## src/rtl/pwm_from_count.sv

```systemverilog
// pwm_from_count: PWM generator fed by a free-running upstream counter.
// Double-buffered duty (valid/ready), period boundary on count decrease.
//
// Ports:
//   i_clk, i_reset      clock, synchronous active-high reset
//   i_count             sampled upstream count
//   i_duty/_valid       duty request, accepted when o_duty_ready is high
//   o_duty_ready        shadow slot is empty
//   o_pwm               registered PWM output
//   o_period_start      one-cycle pulse on the first sample of a period
//   o_period_cnt        number of period boundaries since reset
module pwm_from_count #(
  parameter int          CNT_WIDTH  = 8,
  parameter int unsigned DUTY_INIT  = 0,
  parameter int          PCNT_WIDTH = 16
) (
  input  logic                  i_clk,
  input  logic                  i_reset,
  input  logic [CNT_WIDTH-1:0]  i_count,
  input  logic [CNT_WIDTH-1:0]  i_duty,
  input  logic                  i_duty_valid,
  output logic                  o_duty_ready,
  output logic                  o_pwm,
  output logic                  o_period_start,
  output logic [PCNT_WIDTH-1:0] o_period_cnt
);

  localparam logic [CNT_WIDTH-1:0] DutyInit =
    CNT_WIDTH'(DUTY_INIT);

  logic [CNT_WIDTH-1:0]  prev_q, prev_d;
  logic [CNT_WIDTH-1:0]  active_q, active_d;
  logic [CNT_WIDTH-1:0]  pend_q, pend_d;
  logic                  pend_vld_q, pend_vld_d;
  logic                  pwm_q, pwm_d;
  logic                  pstart_q, pstart_d;
  logic [PCNT_WIDTH-1:0] pcnt_q, pcnt_d;

  logic                  bnd;
  logic                  load;
  logic                  accept;
  logic [CNT_WIDTH-1:0]  eff;

  always_comb begin
    // A decrease marks a new period: natural wrap or upstream reset.
    bnd    = i_count < prev_q;
    load   = bnd && pend_vld_q;
    // Slot must be empty, so accept and load never coincide.
    accept = i_duty_valid && !pend_vld_q;
    // Pending duty applies to the very first sample of the new period.
    eff    = load ? pend_q : active_q;

    prev_d     = i_count;
    active_d   = eff;
    pend_d     = pend_q;
    pend_vld_d = pend_vld_q;
    if (load) begin
      pend_vld_d = 1'b0;
    end
    if (accept) begin
      pend_d     = i_duty;
      pend_vld_d = 1'b1;
    end

    pwm_d    = i_count < eff;
    pstart_d = bnd;
    pcnt_d   = pcnt_q + {{(PCNT_WIDTH-1){1'b0}}, bnd};
  end

  always_ff @(posedge i_clk) begin
    if (i_reset) begin
      prev_q     <= '0;
      active_q   <= DutyInit;
      pend_q     <= '0;
      pend_vld_q <= 1'b0;
      pwm_q      <= 1'b0;
      pstart_q   <= 1'b0;
      pcnt_q     <= '0;
    end else begin
      prev_q     <= prev_d;
      active_q   <= active_d;
      pend_q     <= pend_d;
      pend_vld_q <= pend_vld_d;
      pwm_q      <= pwm_d;
      pstart_q   <= pstart_d;
      pcnt_q     <= pcnt_d;
    end
  end

  assign o_duty_ready   = !pend_vld_q;
  assign o_pwm          = pwm_q;
  assign o_period_start = pstart_q;
  assign o_period_cnt   = pcnt_q;

endmodule

```

## config.mk

```make
export PLATFORM = sky130hd
export DESIGN_NAME = pwm_from_count
export DESIGN_NICKNAME = d
export VERILOG_FILES = /design/src/rtl/pwm_from_count.sv
export SDC_FILE = /design/constraint.sdc
export NUM_CORES = 1
export LEC_CHECK = 0
export CAP_MARGIN = 20
export CORE_UTILIZATION = 54
export DETAILED_ROUTE_END_ITERATION = 8
export PLACE_DENSITY = 0.9
export SYNTH_ARGS = -nofsm -noshare
export SYNTH_HDL_FRONTEND = slang
export SYNTH_SLANG_ARGS = --single-unit
```

## constraint.sdc

```tcl
create_clock -name i_clk -period 7.4 [get_ports i_clk]
set_clock_uncertainty 0.1 [all_clocks]
set_input_delay 1.11 -clock i_clk [delete_from_list [all_inputs] [get_ports i_clk]]
set_output_delay 1.11 -clock i_clk [all_outputs]
set_load 0.05 [all_outputs]
```

==> metrics.md <==
| Metric | Value |
|---|---|
| Status | complete, no violations |
| Net Sw Frac | 27.23% |
| Wire per inst | 12.26 um |
| Post-synth EDFFs | 0 |
| Area fraction in compound gates after synthesis | 7.312% |
| Nets | 271 |
| R2R Path Start | prev_q[4] |
| Post-route minimum period | 4385 ps |
| CTS tree | yes |
| Async SR Flop Fraction | 0% |
| Worst setup startpoint | i_count[3] |
| Setup TNS | 0 ps |
| Flops & latches, synth | 43 |
| Xor/xnor share of the synthesized area | 5.072% |
| Core area | 3363 um^2 |
| Required @ worst endpoint | 7550 ps |
| Routed wire length | 3470 um |
| Worst-path fanout max | 11 |
| Placed wire-length estimate | 2655 um |
| Max-Cap Viols | 0 |
| Via Count | 1,433 |
| Power share of the combinational group | 16.3% |
| Clock Power Share | 25.9% |
| H-Tree Depth | 2 |
| Largest net degree at the start of global routing | 44 |
| HP Start | o_period_cnt[11] |
| Final-report max-slew violation count | 0 |
| Largest family of logic cells by synthesized area | simple AND/OR/NAND/NOR gates |
| Clk_lat worst skew | 350 ps |
| Total track usage | 20.81% |
| Unrepaired setup endpoints after global routing | false |
| Pre-CTS WS | 2681 ps |
| Diode count | 0 |
| VDD IR max | 125.3 uV |
| R2R depth | 12 |
| CTS Buffer Depth | 2 |
| Hold Buf Count CTS | 0 |
| Seq pwr share | 57.8% |
| Grt total ovfl | 0 |
| Simple-gate share of the synthesized area | 18.97% |
| PD cells | 180.6 nW/um^2 |
| Clk slew on worst S/H paths | 130 ps |
| PortBufs | 37 |
| Worst hold margin | 407.1 ps |
| Min-delay worst type | register to register |
| Area grow syn2layout | 23.98% |
| Initial Util | 56.47% |
| Worst-Margin Slew | 1060 ps |
| Post-layout util | 70.01% |
| 1st-iter DRT viols | 55 |
| Final setup vio count | 0 |
| Crit end category | register |
| Vias in the first global route | 1,270 |
| Syn_nets | 233 |
| P_int | 309.5 uW |
| Seq/Total Area, Yosys | 45.32% |
| Total power | 425.2 uW |
| RePlAce Congestion | 0.8217 |
| CP Cell Sequence | clkdlybuf4s50_1 > ha_1 > o21a_1 > a21oi_1 > o311ai_2 > mux2i_1 > ha_1 > nand4_1 > a21oi_1 > nor2b_1 > nor4_1 > a211o_1 |
| Synth Area per Inst | 9.593 um^2 |
| Post-DRT Antenna Nets | 0 |
| Peak Freq | 0.2281 GHz |
| Final hold vios | 0 |
| Num CTS Buffers | 5 |
| Boundary Pins | 38 |
| Net Sw Power | 115.8 uW |
| Synth cell types | 32 |
| Ys flop type | dfxtp_1 |
| DRT Pass-1 Iters | 4 |
| WP data arrival | 4530 ps |
| Antenna violations before repair | 0 |
| Mapped Area | 1899 um^2 |
| Fraction of layout cells with a size suffix above 1 | 4.641% |
| Die Span X | 61.31 um |
| Die height | 61.31 um |
| Hold depth | 2 |
| Critical path startpoint category | input port |
| # rows | 21 |
| First-pass GRT wire length | 5658 um |
| Mux cell area share after synthesis | 8.432% |
| CTS root buffer | clkbuf_4 |
| Via/cell ratio | 5.064 |
| Die area | 3758 um^2 |
| # clock sinks | 43 |
| Synth Area in Adders | 10.54% |
| Postcts setup bufs | 0 |
| Critical path's slowest cell | o311ai_2 |
| Post-route DRC | 0 |
| WS Path Type | input port to register |
| YS warnings | 0 |
| Post-Synthesis Cells | 198 |
| Leakage power | 0.0009656 uW |
| Slowest stage delay, CP | 920 ps |
| Relative slew slack | 29.22% |
| Tcrit/Tclk final | 59.26% |
| Worst setup slack after layout | 3015 ps |
| # resized after CTS | 0 |
[flip-flops by register name, indices dropped and copies added (netlist names)]
signal,flops
active_q,8
pend_vld_q,1
o_period_start,1
pend_q,8
prev_q,8
o_pwm,1
o_period_cnt,16
[through the flow]
stage                     instances  area (um^2)
after detailed placement        275         2301
after floorplan                 198         1899
after global routing            283         2355
after CTS                       283         2355
after global placement          275         2301
final                           283         2355
[per-layer routing]
| metal | GRT usage (%) | share of wire, % | vias up |
|---|---|---|---|
| met5 | 0 | 0 | - |
| met3 | 4.412 | 3.4 | 7 |
| met4 | 8.442 | 1.9 | 0 |
| met2 | 33.85 | 47 | 25 |
| met1 | 26.93 | 48 | 651 |
| li1 | - | - | 750 |
[Yosys cell counts, drive strengths merged (2+ instances only)]
library cell	instances	area, um^2
inv	13	48.80
clkbuf	6	22.52
xnor2	6	52.55
mux2i	16	160.2
nand4	5	31.28
nor2b	13	81.33
a21oi	8	43.79
o21ai	5	25.02
ha	16	200.2
nand3	4	20.02
or3	4	25.02
dfxtp	43	860.8
xor2	5	43.79
a211oi	2	15.01
nor2	31	116.4
and3	2	12.51
nand2	4	15.01
nand2b	2	12.51
[critical path: cells and delay by family]
family,cells,cell delay (ps)
adders and majority gates,2,700
muxes,1,240
AOI/OAI and AO/OA,5,1570
and+or+nand+nor,3,430
buffers and inverters,1,490
[kinds of logic (layout without fill, tap and decap cells)]
group	count (synthesis)	count (layout)
simple gates	71	71
compound gates	21	21
flops	43	43
xor+xnor	11	11
buf+inv	20	59
fa+ha+maj	16	16
mux	16	16
[path summary, 6_finish.rpt]
path	end	slack, ps
max	o_pwm	3020
min	o_period_cnt[11]	410
max reg2reg	o_pwm	3960
min reg2reg	o_period_cnt[11]	410
[layout make-up]
| class | instances | area (um^2) |
|---|---|---|
| Fill cell | 284 | 1008 |
| Multi-Input combinational cell | 135 | 955.9 |
| Sequential cell | 43 | 860.8 |
| Timing Repair Buffer | 38 | 377.9 |
| Tap cell | 46 | 57.56 |
| Inverter | 13 | 48.80 |
| Clock buffer | 6 | 41.29 |
| Clock inverter | 2 | 12.51 |
[cells in the final DEF, fill, tap and decap left out, types with 4 or more instances in the layout]
| cell | instances |
|---|---|
| nand4_1 | 5 |
| nand3_1 | 4 |
| mux2i_1 | 16 |
| xnor2_1 | 6 |
| nand2_1 | 4 |
| ha_1 | 16 |
| a21oi_1 | 7 |
| clkbuf_4 | 5 |
| inv_1 | 13 |
| nor2b_1 | 13 |
| dfxtp_1 | 43 |
| nor2_1 | 31 |
| clkdlybuf4s50_1 | 37 |
| or3_1 | 4 |
| o21ai_0 | 5 |
| xor2_1 | 5 |
[power groups by stage]
stage | Combinational [uW] | Clock [uW] | Sequential [uW]
floorplan | 36.2 | 0 | 259
global placement | 67.7 | 0 | 250
detailed placement | 69.4 | 0 | 251
CTS | 69.8 | 113 | 246
global route | 76.9 | 123 | 247
finish | 69.3 | 110 | 246
Power figures use the tool's default switching activity.
